`src/rtl/bram_port_arbiter_pkg.sv`:
```
// ============================================================================
// Module  : bram_port_arbiter_pkg
// Purpose : Shared BRAM geometry constants and the width helper used by the
//           BRAM port arbiter and its round-robin sub-module.
// Contents: c_bram_addr_w, c_bram_data_w, c_bram_rd_lat, idx_width()
// Revision: 1.0 - initial release
// ============================================================================
`default_nettype none

package bram_port_arbiter_pkg;

  // Geometry of the dual-port 1024x8 block RAM shared by all its users.
  localparam int c_bram_addr_w = 10;
  localparam int c_bram_data_w = 8;
  localparam int c_bram_rd_lat = 2;

  // Width of a requester index; never narrower than one bit.
  function automatic int idx_width(input int n);
    return (n <= 2) ? 1 : $clog2(n);
  endfunction

endpackage

`default_nettype wire

```
`src/rtl/bram_port_arbiter_rr_arbiter.sv`:
```
// ============================================================================
// Module  : rr_arbiter
// Purpose : Round-robin arbiter. Searches from ptr+1 (wrapping) for the first
//           asserted request and issues a one-hot grant plus encoded index.
//           Owns the pointer, which moves to the winner on every grant.
// Ports   : clk, rst        clock / synchronous active-high reset
//           req            request vector
//           grant          one-hot grant (all zero while rst = 1)
//           grant_idx      encoded winner index
//           grant_any      a grant is issued this cycle
// Revision: 1.0 - initial release
// ============================================================================
`default_nettype none

module rr_arbiter
  import bram_port_arbiter_pkg::*;
#(
  parameter int NUM_REQ = 4,
  parameter int IDX_W   = idx_width(NUM_REQ)
) (
  input  logic               clk,
  input  logic               rst,
  input  logic [NUM_REQ-1:0] req,
  output logic [NUM_REQ-1:0] grant,
  output logic [IDX_W-1:0]   grant_idx,
  output logic               grant_any
);

  // Reset to the last index so that requester 0 is searched first.
  localparam logic [IDX_W-1:0] c_ptr_rst = IDX_W'(NUM_REQ - 1);

  logic [IDX_W-1:0] r_ptr;
  logic [IDX_W-1:0] w_cand;

  always_comb begin
    grant     = '0;
    grant_idx = '0;
    grant_any = 1'b0;
    w_cand    = '0;
    // No grants while in reset, so nothing is accepted on a reset edge.
    if (!rst) begin
      for (int k = 1; k <= NUM_REQ; k++) begin
        w_cand = IDX_W'((int'(r_ptr) + k) % NUM_REQ);
        if (!grant_any && req[w_cand]) begin
          grant_any     = 1'b1;
          grant_idx     = w_cand;
          grant[w_cand] = 1'b1;
        end
      end
    end
  end

  always_ff @(posedge clk) begin
    if (rst) begin
      r_ptr <= c_ptr_rst;
    end else if (grant_any) begin
      r_ptr <= grant_idx;
    end
  end

endmodule

`default_nettype wire

```
`src/rtl/bram_port_arbiter.sv`:
```
// ============================================================================
// Module  : bram_port_arbiter
// Purpose : Shares one port of a 1024x8 block RAM among NUM_REQ requesters.
//           Round-robin, one access per cycle; read tags ride an RD_LAT-deep
//           shift register so each read response is steered back to its
//           issuing requester in issue order.
// Ports   : clk, rst          clock / synchronous active-high reset
//           req_valid/we     per-requester request and write flag
//           req_addr/wdata   packed per-requester address and write data
//           req_ready        one-hot grant (accept = valid & ready)
//           rsp_valid        one-hot read-data strobe
//           rsp_data         broadcast read data (BRAM output passthrough)
//           mem_addr/we/din  drive to the BRAM port
//           mem_dout         data from the BRAM port
// Revision: 1.0 - initial release
// ============================================================================
`default_nettype none

module bram_port_arbiter
  import bram_port_arbiter_pkg::*;
#(
  parameter int NUM_REQ = 4,
  parameter int ADDR_W  = c_bram_addr_w,
  parameter int DATA_W  = c_bram_data_w,
  parameter int RD_LAT  = c_bram_rd_lat
) (
  input  logic                      clk,
  input  logic                      rst,
  input  logic [NUM_REQ-1:0]        req_valid,
  input  logic [NUM_REQ-1:0]        req_we,
  input  logic [NUM_REQ*ADDR_W-1:0] req_addr,
  input  logic [NUM_REQ*DATA_W-1:0] req_wdata,
  output logic [NUM_REQ-1:0]        req_ready,
  output logic [NUM_REQ-1:0]        rsp_valid,
  output logic [DATA_W-1:0]         rsp_data,
  output logic [ADDR_W-1:0]         mem_addr,
  output logic                      mem_we,
  output logic [DATA_W-1:0]         mem_din,
  input  logic [DATA_W-1:0]         mem_dout
);

  localparam int c_idx_w = idx_width(NUM_REQ);

  logic [NUM_REQ-1:0] w_grant;
  logic [c_idx_w-1:0] w_grant_idx;
  logic               w_grant_any;
  logic               w_rd_accept;

  logic               r_tag_vld [RD_LAT];
  logic [c_idx_w-1:0] r_tag_idx [RD_LAT];

  rr_arbiter #(
    .NUM_REQ (NUM_REQ),
    .IDX_W   (c_idx_w)
  ) u_rr_arbiter (
    .clk       (clk),
    .rst       (rst),
    .req       (req_valid),
    .grant     (w_grant),
    .grant_idx (w_grant_idx),
    .grant_any (w_grant_any)
  );

  assign req_ready = w_grant;

  // Grant is one-hot, so a plain priority-free select of the winner suffices;
  // with no grant every memory output falls back to zero.
  always_comb begin
    mem_addr = '0;
    mem_din  = '0;
    mem_we   = 1'b0;
    for (int i = 0; i < NUM_REQ; i++) begin
      if (w_grant[i]) begin
        mem_addr = req_addr[i*ADDR_W +: ADDR_W];
        mem_din  = req_wdata[i*DATA_W +: DATA_W];
        mem_we   = req_we[i];
      end
    end
  end

  assign w_rd_accept = w_grant_any && !mem_we;

  // Read-tag pipeline: matches the BRAM's address-then-data register stages.
  always_ff @(posedge clk) begin
    if (rst) begin
      for (int s = 0; s < RD_LAT; s++) begin
        r_tag_vld[s] <= 1'b0;
        r_tag_idx[s] <= '0;
      end
    end else begin
      r_tag_vld[0] <= w_rd_accept;
      r_tag_idx[0] <= w_grant_idx;
      for (int s = 1; s < RD_LAT; s++) begin
        r_tag_vld[s] <= r_tag_vld[s-1];
        r_tag_idx[s] <= r_tag_idx[s-1];
      end
    end
  end

  always_comb begin
    rsp_valid = '0;
    for (int i = 0; i < NUM_REQ; i++) begin
      rsp_valid[i] = r_tag_vld[RD_LAT-1] &&
                     (r_tag_idx[RD_LAT-1] == c_idx_w'(i));
    end
  end

  assign rsp_data = mem_dout;

endmodule

`default_nettype wire
```
`config.mk`:
```
export PLATFORM = sky130hd
export DESIGN_NAME = bram_port_arbiter
export DESIGN_NICKNAME = d
export VERILOG_FILES = /design/src/rtl/bram_port_arbiter_pkg.sv /design/src/rtl/bram_port_arbiter_rr_arbiter.sv /design/src/rtl/bram_port_arbiter.sv
export SDC_FILE = /design/constraint.sdc
export NUM_CORES = 1
export LEC_CHECK = 0
export BUFFER_PORTS_ARGS = -buffer_cell sky130_fd_sc_hd__buf_2
export CAP_MARGIN = 20
export CORE_ASPECT_RATIO = 0.75
export CORE_MARGIN = 1.5
export CORE_UTILIZATION = 40
export DETAILED_ROUTE_END_ITERATION = 7
export PLACE_DENSITY = 0.83
export SYNTH_ARGS = -nofsm -noshare
export SYNTH_HDL_FRONTEND = slang
export SYNTH_SLANG_ARGS = --single-unit
```
`constraint.sdc`:
```
create_clock -name clk -period 4.72 [get_ports clk]
set_input_delay 0.472 -clock clk [delete_from_list [all_inputs] [get_ports clk]]
set_output_delay 0.472 -clock clk [all_outputs]
set_load 0.01 [all_outputs]
```
# Yosys cells after proc, flatten, opt, wreduce, memory -nomap -nowiden
# Memory sizes are Yosys's and may differ from the RTL's.
# Index checks and enable logic that the tools add are counted.
# word_totals
regBits	2
latchBits	0
mem_bits_rw	6
rom_bits	0
input_bits	90
elab_cells	98
n_memories	2
# classes
add_sub_neg	4
mul	0
n_div	0
magnitude_cmp	8
eq_ne	3
n_shift	0
n_mux	56
bitwise	7
n_reduce_logical	17
# mem_list
name	words	word_bits	read_ports	rd_clocked_by_memory_dff	write_ports	line_no	source
r_tag_idx	2	2	2	0	2	bram_port_arbiter.sv:50	logic [c_idx_w-1:0] r_tag_idx [RD_LAT];
r_tag_vld	2	1	2	0	2	bram_port_arbiter.sv:49	logic r_tag_vld [RD_LAT];
# ops
cell	count
10-bit two-way mux	4
4-bit two-way mux	8
8-bit two-way mux	4
1-bit two-way mux	25
2-bit two-way mux	7
1-bit logical AND	12
2-bit by 3-bit less-than comparator with 1-bit output, second input constant	4
4-bit OR	3
1-bit binary-select mux with 2-bit select	4
1-bit demux with 2-bit select	4
2-bit by 1-bit greater-or-equal comparator with 1-bit output, second input constant	4
2-bit by 1-bit adder with 2-bit output, second input constant	2
2-bit adder, second input constant	2
2-bit equality test, second input constant	2
1-bit zero test	4
1-bit OR	4
2-bit by 1-bit equality test with 1-bit output, second input constant	1
2-bit zero test	1

# Longest topological paths before layout
# Gate-level depths: netlist (run 1).
# logic_depth
ltp_word	24
ltp_mapped	12

# Hierarchy
# From an unflattened synthesis (run 1), not the netlist that was laid out.
# unflattened
cells_unflattened	184
area_unflattened_um2	1542.7
# modules_own_cells
mod	instances	cells_each	area_each_um2
bram_port_arbiter	1	120	962.2
rr_arbiter	1	64	580.6

# Worst setup path before layout (run 1)
# OpenSTA, ideal clock, no wires.
# synth_path
kind	flip-flop to output port
startpoint	register u_rr_arbiter.r_ptr[0]
endpoint	output mem_din[6]
arrival_time_ns	3.135
slack_ns	1.113
path_stages_with_launch	12
n_path_buf	2
path_cell_list	dfxtp_1 -> buf_6 -> inv_1 -> ha_1 -> mux4_2 -> nor2b_4 -> a221o_1 -> a22oi_4 -> nor3b_4 -> buf_6 -> a221o_1 -> a22o_1
# synth_via
elab_chain_cells	21
word_cells_on_any_way	59
# synth_rtl
item	line_no	source
start, declared	bram_port_arbiter_rr_arbiter.sv:32	logic [IDX_W-1:0] r_ptr;
start signal, assigned	bram_port_arbiter_rr_arbiter.sv:55	r_ptr <= c_ptr_rst;
start signal, assigned	bram_port_arbiter_rr_arbiter.sv:57	r_ptr <= grant_idx;
parallel branches: the longest is 15 deep, another holds 2-bit by 3-bit less-than comparator with 1-bit output	--	
4-bit two-way mux *	bram_port_arbiter_rr_arbiter.sv:44	if (!grant_any && req[w_cand]) begin
4-bit two-way mux *	bram_port_arbiter_rr_arbiter.sv:41	if (!rst) begin
8-bit two-way mux (3 in a row)	bram_port_arbiter.sv:73	if (w_grant[i]) begin
8-bit two-way mux *	bram_port_arbiter.sv:73	
end, declared	bram_port_arbiter.sv:38	output logic [DATA_W-1:0] mem_din,
# Every way passes the cells marked *. The select of a mux whose other input is x is not followed.

# Final worst setup path (run 1)
# layout_path
startpoint	register u_rr_arbiter.r_ptr[1]
endpoint	output mem_addr[7]
# layout_via
elab_chain_cells	21
word_cells_on_any_way	59
# layout_rtl
item	line_no	source
parallel branches: the longest is 15 deep, another holds 2-bit by 3-bit less-than comparator with 1-bit output	--	
4-bit two-way mux *	bram_port_arbiter_rr_arbiter.sv:44	
4-bit two-way mux *	bram_port_arbiter_rr_arbiter.sv:41	
10-bit two-way mux (3 in a row)	bram_port_arbiter.sv:73	
10-bit two-way mux *	bram_port_arbiter.sv:73	
end, declared	bram_port_arbiter.sv:36	output logic [ADDR_W-1:0] mem_addr,
# Marked as above.

==> flow_summary.html, run 1 <==
<table>
<tr><th>Metric</th><th>Value</th></tr>
<tr><th colspan="2">Run status</th></tr>
<tr><td>Status</td><td>finished clean</td></tr>
<tr><th colspan="2">Synth</th></tr>
<tr><td>Top_reg_cell synth</td><td>sky130_fd_sc_hd__dfxtp_1</td></tr>
<tr><td>Synth top cells by count</td><td>sky130_fd_sc_hd__nor2_1, sky130_fd_sc_hd__a221o_1, sky130_fd_sc_hd__a22o_1, sky130_fd_sc_hd__o21bai_1</td></tr>
<tr><td>Post-synth EDFFs</td><td>0</td></tr>
<tr><td>Share of synthesized area occupied by flip-flops and latches</td><td>roughly a tenth</td></tr>
<tr><td>Post-synthesis net count</td><td>275</td></tr>
<tr><td>Count of yosys warnings during synthesis</td><td>0</td></tr>
<tr><td>Dominant cells by area after synthesis</td><td>sky130_fd_sc_hd__a221o_1, sky130_fd_sc_hd__dfxtp_1, sky130_fd_sc_hd__a22o_1</td></tr>
<tr><td>Post-Syn Instances</td><td>~180</td></tr>
<tr><td>Cell type with the largest total area after synthesis</td><td>sky130_fd_sc_hd__a221o_1</td></tr>
<tr><td>Synthesized area divided by synthesized cell count</td><td>8.57 µm²</td></tr>
<tr><td>Area share of the largest cell type after synthesis</td><td>between 10% and 20%</td></tr>
<tr><td>Number of flip-flops and latches in the synthesized netlist</td><td>8</td></tr>
<tr><td>Share of synthesized flip-flops with an asynchronous set or reset</td><td>0%</td></tr>
<tr><td>Summed instance area of the synthesized netlist</td><td>~0.0015 mm²</td></tr>
<tr><td>Count of cell types in the netlist</td><td>45</td></tr>
<tr><td>Leading cell type by number of instances after synthesis</td><td>sky130_fd_sc_hd__nor2_1</td></tr>
<tr><th colspan="2">STA</th></tr>
<tr><td>Hold Violations, Final</td><td>0</td></tr>
<tr><td>Total of endpoints with negative setup slack in the final report</td><td>0</td></tr>
<tr><td>Slew Limit Fails</td><td>0</td></tr>
<tr><td>Slew headroom</td><td>around half</td></tr>
<tr><td>Slew at the pin closest to its max-slew limit</td><td>765 ps</td></tr>
<tr><td>Period Utilization, post-route</td><td>roughly nine tenths</td></tr>
<tr><td>Setup slack after layout</td><td>just under 400 ps</td></tr>
<tr><td>Setup repair after global routing missed its margin</td><td>false</td></tr>
<tr><td>Hold slack final</td><td>about 430 ps</td></tr>
<tr><td>Final setup TNS</td><td>0 ps</td></tr>
<tr><td>Final worst path period need</td><td>4320 ps</td></tr>
<tr><td>F_max</td><td>about 0.23 GHz</td></tr>
<tr><td>Setup clock skew after layout</td><td>8.84 ps</td></tr>
<tr><th colspan="2">Detailed routing</th></tr>
<tr><td>Remaining number of nets flagged by the antenna check after routing</td><td>0</td></tr>
<tr><td>Number of detailed-routing iterations run before antenna repair</td><td>4</td></tr>
<tr><td>Sum of routed wire length over all layers</td><td>~4.5 mm</td></tr>
<tr><td>Routed wirelength normalized by instance count</td><td>14.1 µm</td></tr>
<tr><td>Detailed router's first-iteration violation count</td><td>103</td></tr>
<tr><td>Number of vias after detailed routing</td><td>1748</td></tr>
<tr><td>Via-per-instance ratio</td><td>approximately 5.4</td></tr>
<tr><td>Detailed-route DRC error count</td><td>0</td></tr>
<tr><th colspan="2">Floorplan</th></tr>
<tr><td>Die span in y</td><td>roughly 56 µm</td></tr>
<tr><td>Die Outline Area</td><td>between 0.004 and 0.005 mm²</td></tr>
<tr><td>Placement Rows</td><td>19</td></tr>
<tr><td>Width of the die</td><td>roughly 74 µm</td></tr>
<tr><td>Starting utilization of the core area</td><td>41.7%</td></tr>
<tr><td>Placeable core area</td><td>approximately 0.0036 mm²</td></tr>
<tr><td>Count of pins on the block boundary</td><td>roughly 130</td></tr>
<tr><th colspan="2">Place</th></tr>
<tr><td>Placed wire-length estimate</td><td>around 3.5 mm</td></tr>
<tr><td>Placer congestion estimate</td><td>~0.87</td></tr>
<tr><td>Number of input and output port buffers inserted</td><td>~110</td></tr>
<tr><td>Place WS</td><td>roughly 420 ps</td></tr>
<tr><td>Cell Area, Placed</td><td>between 0.0015 and 0.002 mm²</td></tr>
<tr><td># placed instances</td><td>318</td></tr>
<tr><th colspan="2">Critical path</th></tr>
<tr><td>Endpoint type of the worst setup path</td><td>primary output</td></tr>
<tr><td>Number of buffers and inverters on the critical path</td><td>3</td></tr>
<tr><td>Chain of cells forming the critical path</td><td>inv_1 -&gt; ha_1 -&gt; mux4_2 -&gt; nor2b_4 -&gt; a221o_1 -&gt; a22oi_4 -&gt; nor3b_4 -&gt; buf_4 -&gt; a221o_1 -&gt; a22o_1 -&gt; buf_2</td></tr>
<tr><td>Cell type with the highest occurrence count on the critical path</td><td>sky130_fd_sc_hd__a221o_1</td></tr>
<tr><td>Worst-path maximum fanout</td><td>10</td></tr>
<tr><td>Gate family responsible for the most delay along the worst path</td><td>compound AO/OA/AOI/OAI gates</td></tr>
<tr><td>Delay of the slowest cell on the worst path</td><td>approximately 600 ps</td></tr>
<tr><td>Worst path arrival time</td><td>between 3000 and 4000 ps</td></tr>
<tr><td>Startpoint Class</td><td>flip-flop</td></tr>
<tr><td>Critical Setup Path Class</td><td>reg2out</td></tr>
<tr><td>Max stage delay cell, worst path</td><td>sky130_fd_sc_hd__mux4_2</td></tr>
<tr><td>Required time of the critical path</td><td>4250 ps</td></tr>
<tr><th colspan="2">Clock tree</th></tr>
<tr><td>Number of buffers between clock root and the deepest sink</td><td>2</td></tr>
<tr><td>TritonCTS buffer count</td><td>3</td></tr>
<tr><td>Clock insertion delay at the later pin of the skew report</td><td>about 240 ps</td></tr>
<tr><td>Clock-pin slew on the worst setup and hold paths</td><td>~50 ps</td></tr>
<tr><td>Clock tree from TritonCTS</td><td>built</td></tr>
<tr><td>Number of sinks driven by the clock tree</td><td>8</td></tr>
<tr><td>Buffer count from post-CTS setup fixing</td><td>0</td></tr>
<tr><td>Maximum level of the CTS H-tree</td><td>1</td></tr>
<tr><td>CTS Root Cell</td><td>sky130_fd_sc_hd__clkbuf_8</td></tr>
<tr><th colspan="2">Final layout</th></tr>
<tr><td>Number of nets in the layout</td><td>369</td></tr>
<tr><td>Inserted Diodes</td><td>0</td></tr>
<tr><td>Final core utilization</td><td>55.7%</td></tr>
<tr><td>Proportion of layout cells with a drive suffix above 1</td><td>between 40% and 50%</td></tr>
<tr><td>Non-filler instance count after layout</td><td>321</td></tr>
<tr><td>Filler cell count in the final layout</td><td>between 300 and 400</td></tr>
<tr><td>Syn-to-layout area delta</td><td>33.5%</td></tr>
<tr><td>Fin area</td><td>between 0.002 and 0.0025 mm²</td></tr>
<tr><th colspan="2">Pwr</th></tr>
<tr><td>Share of total power in the clock network</td><td>5.7%</td></tr>
<tr><td>Worst IR drop on VDD</td><td>0.000394 V</td></tr>
<tr><td>Switching share of total power</td><td>between 40% and 50%</td></tr>
<tr><td>Power per cell area</td><td>747 mW/mm²</td></tr>
<tr><td>Gate power share</td><td>between 80% and 90%</td></tr>
<tr><td>Total Power</td><td>1.51 mW</td></tr>
<tr><td>Leakage power total</td><td>about 1.1 nW</td></tr>
<tr><td>Proportion of power drawn by flip-flops and latches</td><td>under 10%</td></tr>
<tr><td>Internal power</td><td>approximately 0.77 mW</td></tr>
<tr><td>Net switching power of the design</td><td>approximately 0.75 mW</td></tr>
<tr><th colspan="2">Global routing</th></tr>
<tr><td>Overall Global Routing Usage</td><td>between 20% and 30%</td></tr>
<tr><td>Number of antenna violations at the first check in global routing</td><td>0</td></tr>
<tr><td>Pin count of the biggest net entering global routing</td><td>33</td></tr>
<tr><td>Vias in the first global route</td><td>between 1500 and 2000</td></tr>
<tr><td>Grt ovf</td><td>0</td></tr>
<tr><td>Global-route wire length before repair</td><td>6.83 mm</td></tr>
<tr><th colspan="2">Flow run</th></tr>
<tr><td>Number of max-capacitance violations reported</td><td>0</td></tr>
<tr><th colspan="2">Worst hold path</th></tr>
<tr><td>Kind of path behind the tightest hold check</td><td>reg2reg</td></tr>
</table>
## sequential cells by signal, summed over array words and instances (netlist names)
| name | cells |
|---|---|
| u_rr_arbiter.r_ptr | 2 |
| r_tag_vld | 2 |
| r_tag_idx | 4 |
## final timing paths
check / slack, ps / cells after the start / start / endpoint
worst max-delay path: 400 / 11 / u_rr_arbiter.r_ptr[1] / mem_addr[7]
worst min-delay path: 430 / 1 / r_tag_vld[0][0] / r_tag_vld[0][1]
worst max register to register: 1470 / 10 / u_rr_arbiter.r_ptr[1] / r_tag_vld[0][0]
worst min register to register: 430 / 1 / r_tag_vld[0][0] / r_tag_vld[0][1]
## layout make-up
class	instances	area (µm²)	area share (%)
tap	52	65.1	3.21
inverter	2	7.51	0.371
timing repair buffer	113	578	28.5
sequential	8	161	7.97
multi-input combinational	143	1170	57.9
clock buffer	3	41.3	2.04
## worst register-to-register path, delay by kind of cell (launching register included)
family                     cells  cell delay [ps]
adders and majority gates      1              460
DFF                            1              510
and+or+nand+nor                3              420
muxes                          1              600
AOI/OAI and AO/OA              3              720
buffers and inverters          2              490
## per-layer routing
layer | wire (µm) | part of all wire [%] | vias up | GRT usage, %
li1 | - | - | 866 | -
met1 | 2080 | 46 | 814 | 28.8
met2 | 2150 | 47 | 63 | 33.0
met3 | 259 | 5.7 | 5 | 1.80
met4 | 42 | 0.93 | 0 | 5.82
met5 | 0 | 0 | - | 0
## power by group through the flow
stage / combinational, mW / clock (mW) / sequential [mW]
floorplan: 1.01 / 0 / 0.110
global placement: 1.28 / 0 / 0.123
detailed placement: 1.29 / 0 / 0.127
CTS: 1.30 / 0.0884 / 0.125
global route: 1.42 / 0.0905 / 0.132
finish: 1.30 / 0.0869 / 0.126
## cell usage in the layout (no fill, tap or decap), types with 4 or more instances in the layout
| master | synthesis | final |
|---|---|---|
| sky130_fd_sc_hd__o21bai_1 | 18 | 18 |
| sky130_fd_sc_hd__nor2_1 | 28 | 27 |
| sky130_fd_sc_hd__a221o_1 | 19 | 19 |
| sky130_fd_sc_hd__buf_2 | 5 | 108 |
| sky130_fd_sc_hd__nand2_1 | 6 | 6 |
| sky130_fd_sc_hd__a22o_1 | 18 | 18 |
| sky130_fd_sc_hd__a21oi_1 | 4 | 4 |
| sky130_fd_sc_hd__dfxtp_1 | 8 | 7 |
| sky130_fd_sc_hd__buf_4 | 8 | 5 |
| sky130_fd_sc_hd__ha_1 | 8 | 8 |
## timing repair
action	in CTS	in global routing
resized for setup	0	2
hold buffers	0	0
setup endpoints to repair	0	10
## cells by family after synthesis
| family | share of synthesized area [%] |
|---|---|
| compound gates | 41.6 |
| simple gates | 20.0 |
| buf+inv | 12.4 |
| fa+ha+maj | 6.60 |
| flops | 10.6 |
| mux | 8.33 |
| xor+xnor | 0.577 |
Power figures use the tool's default switching activity.
==> inputs of run 2 (changes only) <==
==> constraint.sdc (replaced) <==
create_clock -name clk -period 4.72 [get_ports clk]
set_input_delay 0.236 -clock clk [delete_from_list [all_inputs] [get_ports clk]]
set_output_delay 0.236 -clock clk [all_outputs]
set_load 0.01 [all_outputs]
==> flow_summary.html, run 2 (synthesis gave the netlist of run 1 again) <==
<table>
<tr><th>Metric</th><th>Value</th></tr>
<tr><th colspan="2">Final layout</th></tr>
<tr><td>Proportion of layout cells with a drive suffix above 1</td><td>48.9% (-0.93 points)</td></tr>
<tr><td>Most common library cell in the layout ignoring fill and taps</td><td>sky130_fd_sc_hd__buf_2</td></tr>
<tr><td>Number of nets in the layout</td><td>368 (-0.27%)</td></tr>
<tr><td>Commonest cells after routing, fill and taps aside</td><td>sky130_fd_sc_hd__buf_2, sky130_fd_sc_hd__nor2_1, sky130_fd_sc_hd__a221o_1</td></tr>
<tr><td>Inserted Diodes</td><td>0 (unchanged)</td></tr>
<tr><td>Syn-to-layout area delta</td><td>32.7%</td></tr>
<tr><td>Largest registers</td><td>r_tag_idx (4), r_tag_vld (2), u_rr_arbiter.r_ptr (2)</td></tr>
<tr><td>Final core utilization</td><td>55.4% (-0.31 points)</td></tr>
<tr><td>Flip-flop count of the largest register, all copies and words added</td><td>4 (unchanged)</td></tr>
<tr><td>Register ranked first by flip-flop count</td><td>r_tag_idx</td></tr>
<tr><th colspan="2">Critical path</th></tr>
<tr><td>Delay of the slowest cell on the worst path</td><td>640 ps (+40 ps)</td></tr>
<tr><td>Max stage delay cell, worst path</td><td>sky130_fd_sc_hd__dfxtp_1</td></tr>
<tr><td>R2r setup slk</td><td>1220 ps (-250 ps)</td></tr>
<tr><td>Gate family responsible for the most delay along the worst path</td><td>compound AO/OA/AOI/OAI gates</td></tr>
<tr><td>Reg2Reg Launch Point</td><td>u_rr_arbiter.r_ptr[0]</td></tr>
<tr><td>Critical Setup Path Class</td><td>reg2out</td></tr>
<tr><td>Chain of cells forming the critical path</td><td>inv_1 -&gt; ha_1 -&gt; mux4_2 -&gt; nor2b_4 -&gt; a221o_1 -&gt; a22oi_4 -&gt; nor3b_4 -&gt; buf_4 -&gt; a221o_1 -&gt; a22o_1 -&gt; buf_2</td></tr>
<tr><td>Cell count of the worst reg-to-reg path</td><td>10 (unchanged)</td></tr>
<tr><td>Worst-path maximum fanout</td><td>13 (+3)</td></tr>
<tr><td>Required time of the critical path</td><td>4480 ps (+230 ps)</td></tr>
<tr><td>Worst path arrival time</td><td>4030 ps (+180 ps)</td></tr>
<tr><td>Number of buffers and inverters on the critical path</td><td>3 (unchanged)</td></tr>
<tr><td>Startpoint Class</td><td>flip-flop</td></tr>
<tr><td>Cell type with the highest occurrence count on the critical path</td><td>sky130_fd_sc_hd__a221o_1</td></tr>
<tr><td>Endpoint of the worst-slack reg-to-reg timing path</td><td>r_tag_vld[0][0]</td></tr>
<tr><td>Endpoint type of the worst setup path</td><td>primary output</td></tr>
<tr><th colspan="2">Clock tree</th></tr>
<tr><td>Maximum level of the CTS H-tree</td><td>1 (unchanged)</td></tr>
<tr><td>CTS Root Cell</td><td>sky130_fd_sc_hd__clkbuf_8</td></tr>
<tr><td>Number of sinks driven by the clock tree</td><td>8 (unchanged)</td></tr>
<tr><td>Buffer count from post-CTS setup fixing</td><td>0 (unchanged)</td></tr>
<tr><td>Clock tree from TritonCTS</td><td>built</td></tr>
<tr><td>Clock-pin slew on the worst setup and hold paths</td><td>50 ps (about the same)</td></tr>
<tr><td>Clock insertion delay at the later pin of the skew report</td><td>240 ps (about the same)</td></tr>
<tr><td>Number of buffers between clock root and the deepest sink</td><td>2 (unchanged)</td></tr>
<tr><td>TritonCTS buffer count</td><td>3 (unchanged)</td></tr>
<tr><td>CTS Hold Buffers Added</td><td>0 (unchanged)</td></tr>
<tr><td>CTS-repair resized insts</td><td>0 (unchanged)</td></tr>
<tr><th colspan="2">Worst hold path</th></tr>
<tr><td>Hold Path Stages</td><td>3 (+2)</td></tr>
<tr><td>Hold path startpoint</td><td>req_we[2]</td></tr>
<tr><td>Worst hold path endpoint</td><td>r_tag_vld[0][0]</td></tr>
<tr><td>Kind of path behind the tightest hold check</td><td>in2reg</td></tr>
<tr><th colspan="2">Detailed routing</th></tr>
<tr><td>Via-per-instance ratio</td><td>5.41 (-0.61%)</td></tr>
<tr><td>Remaining number of nets flagged by the antenna check after routing</td><td>0 (unchanged)</td></tr>
<tr><td>Detailed-route DRC error count</td><td>0 (unchanged)</td></tr>
<tr><td>Detailed router's first-iteration violation count</td><td>115 (+12%)</td></tr>
<tr><td>Sum of routed wire length over all layers</td><td>4.66 mm (+2.9%)</td></tr>
<tr><td>Number of detailed-routing iterations run before antenna repair</td><td>5 (+1)</td></tr>
<tr><td>Routed wirelength normalized by instance count</td><td>14.6 µm (+3.2%)</td></tr>
<tr><td>Number of vias after detailed routing</td><td>1732 (-0.92%)</td></tr>
<tr><th colspan="2">Global routing</th></tr>
<tr><td>Vias in the first global route</td><td>1448 (-4.2%)</td></tr>
<tr><td>Overall Global Routing Usage</td><td>20.6% (+0.082 points)</td></tr>
<tr><td>Global-route wire length before repair</td><td>6.74 mm (-1.3%)</td></tr>
<tr><td>Number of antenna violations at the first check in global routing</td><td>0 (unchanged)</td></tr>
<tr><td>Grt ovf</td><td>0 (unchanged)</td></tr>
<tr><td>Met1 track utilization from global routing</td><td>25.1% (-3.7 points)</td></tr>
<tr><td>Met2 track demand over resource in global routing</td><td>36.6% (+3.6 points)</td></tr>
<tr><td>Met3 demand-to-capacity share in global routing</td><td>4.13% (+2.3 points)</td></tr>
<tr><td>Peak-usage layer in the global routing report</td><td>met2</td></tr>
<tr><td>Pin count of the biggest net entering global routing</td><td>33 (unchanged)</td></tr>
<tr><th colspan="2">Floorplan</th></tr>
<tr><td>Placement Rows</td><td>19 (unchanged)</td></tr>
<tr><td>Placeable core area</td><td>0.00364 mm² (unchanged)</td></tr>
<tr><td>Width of the die</td><td>74.1 µm (unchanged)</td></tr>
<tr><td>Die span in y</td><td>56.3 µm (unchanged)</td></tr>
<tr><td>Starting utilization of the core area</td><td>41.7% (unchanged)</td></tr>
<tr><td>Count of pins on the block boundary</td><td>125 (unchanged)</td></tr>
<tr><td>Die Outline Area</td><td>0.00418 mm² (unchanged)</td></tr>
<tr><th colspan="2">Run status</th></tr>
<tr><td>Status</td><td>finished clean</td></tr>
<tr><th colspan="2">Place</th></tr>
<tr><td>Number of input and output port buffers inserted</td><td>108 (unchanged)</td></tr>
<tr><td>Placed wire-length estimate</td><td>3.60 mm (+1.5%)</td></tr>
<tr><td>Placer congestion estimate</td><td>0.824 (-5.6%)</td></tr>
<tr><th colspan="2">Pwr</th></tr>
<tr><td>Worst IR drop on VDD</td><td>0.000366 V (-7.1%)</td></tr>
<tr><td>Total Power</td><td>1.51 mW (-0.35%)</td></tr>
<tr><td>Leakage power total</td><td>1.12 nW (-0.43%)</td></tr>
<tr><td>Power per cell area</td><td>749 mW/mm² (+0.21%)</td></tr>
<tr><th colspan="2">STA</th></tr>
<tr><td>Hold Violations, Final</td><td>0 (unchanged)</td></tr>
<tr><td>Period Utilization, post-route</td><td>90.3% (-1.3 points)</td></tr>
<tr><td>Final setup TNS</td><td>0 ps (unchanged)</td></tr>
<tr><td>Slew headroom</td><td>48.6% (-0.40 points)</td></tr>
<tr><td>Setup repair after global routing missed its margin</td><td>false</td></tr>
<tr><td>Total of endpoints with negative setup slack in the final report</td><td>0 (unchanged)</td></tr>
<tr><td>Slew Limit Fails</td><td>0 (unchanged)</td></tr>
<tr><td>Final worst path period need</td><td>4260 ps (-60.1 ps)</td></tr>
<tr><td>Setup clock skew after layout</td><td>10.7 ps (+1.85 ps)</td></tr>
<tr><td>F_max</td><td>0.235 GHz (+1.4%)</td></tr>
<tr><td>Slew at the pin closest to its max-slew limit</td><td>771 ps (+6.05 ps)</td></tr>
<tr><th colspan="2">Flow run</th></tr>
<tr><td>Number of max-capacitance violations reported</td><td>0 (unchanged)</td></tr>
</table>
-- run 2: cell count changes in the layout (fill, tap and decap cells not counted) --
| cell | change |
|---|---|
| sky130_fd_sc_hd__dfxtp_2 | -1 |
| sky130_fd_sc_hd__buf_4 | -1 |
| sky130_fd_sc_hd__dfxtp_1 | +1 |
| sky130_fd_sc_hd__nor2_1 | +1 |
| sky130_fd_sc_hd__nor2_2 | -1 |
-- run 2: worst min-delay path, cell delays in order --
cell	delay, ps
sky130_fd_sc_hd__buf_2	70
sky130_fd_sc_hd__a22oi_1	60
sky130_fd_sc_hd__and3_1	170
-- run 2: through the flow --
| step | std cells | worst slack [ps] | hold slack (ps) | instance area, µm² |
|---|---|---|---|---|
| 2_1_floorplan | 177 | 1350 | 414 | 1520 |
| 3_3_place_gp | 317 | 884 | 417 | 1970 |
| 3_5_place_dp | 317 | 753 | 433 | 1970 |
| 4_1_cts | 320 | 495 | 365 | 2010 |
| 5_1_grt | 320 | 269 | 386 | 2010 |
| 6_report | 320 | 458 | 362 | 2010 |
-- run 2: area by class of cell --
type | count | area (µm²)
Timing Repair Buffer | 112 | 571
Sequential cell | 8 | 160
Multi-Input combinational cell | 143 | 1170
Clock buffer | 3 | 41.3
Tap cell | 52 | 65.1
Inverter | 2 | 7.51
Fill cell | 354 | 1620
-- run 2: how the worst max path moves through the flow --
stage / slack (ps) / start / cells past startpoint / end
floorplan: 1350 / u_rr_arbiter.r_ptr[0] / 11 / mem_din[6]
global placement: 880 / u_rr_arbiter.r_ptr[0] / 11 / mem_addr[0]
detailed placement: 750 / u_rr_arbiter.r_ptr[0] / 11 / mem_addr[2]
CTS: 490 / u_rr_arbiter.r_ptr[0] / 11 / mem_addr[2]
global route: 270 / u_rr_arbiter.r_ptr[0] / 9 / mem_addr[2]
finish: 460 / u_rr_arbiter.r_ptr[0] / 11 / mem_addr[2]
-- run 2: where the power goes --
part,internal [mW],total [mW],switching (mW)
sequential,0.0930,0.124,0.0310
clock,0.0556,0.0860,0.0305
combinational,0.613,1.30,0.686
-- run 2: layer usage --
layer | routed length [µm] | share of wire, %
met5 | 0 | 0
met1 | 1870 | 40
met3 | 394 | 8.5
met2 | 2330 | 50
met4 | 56 | 1.2
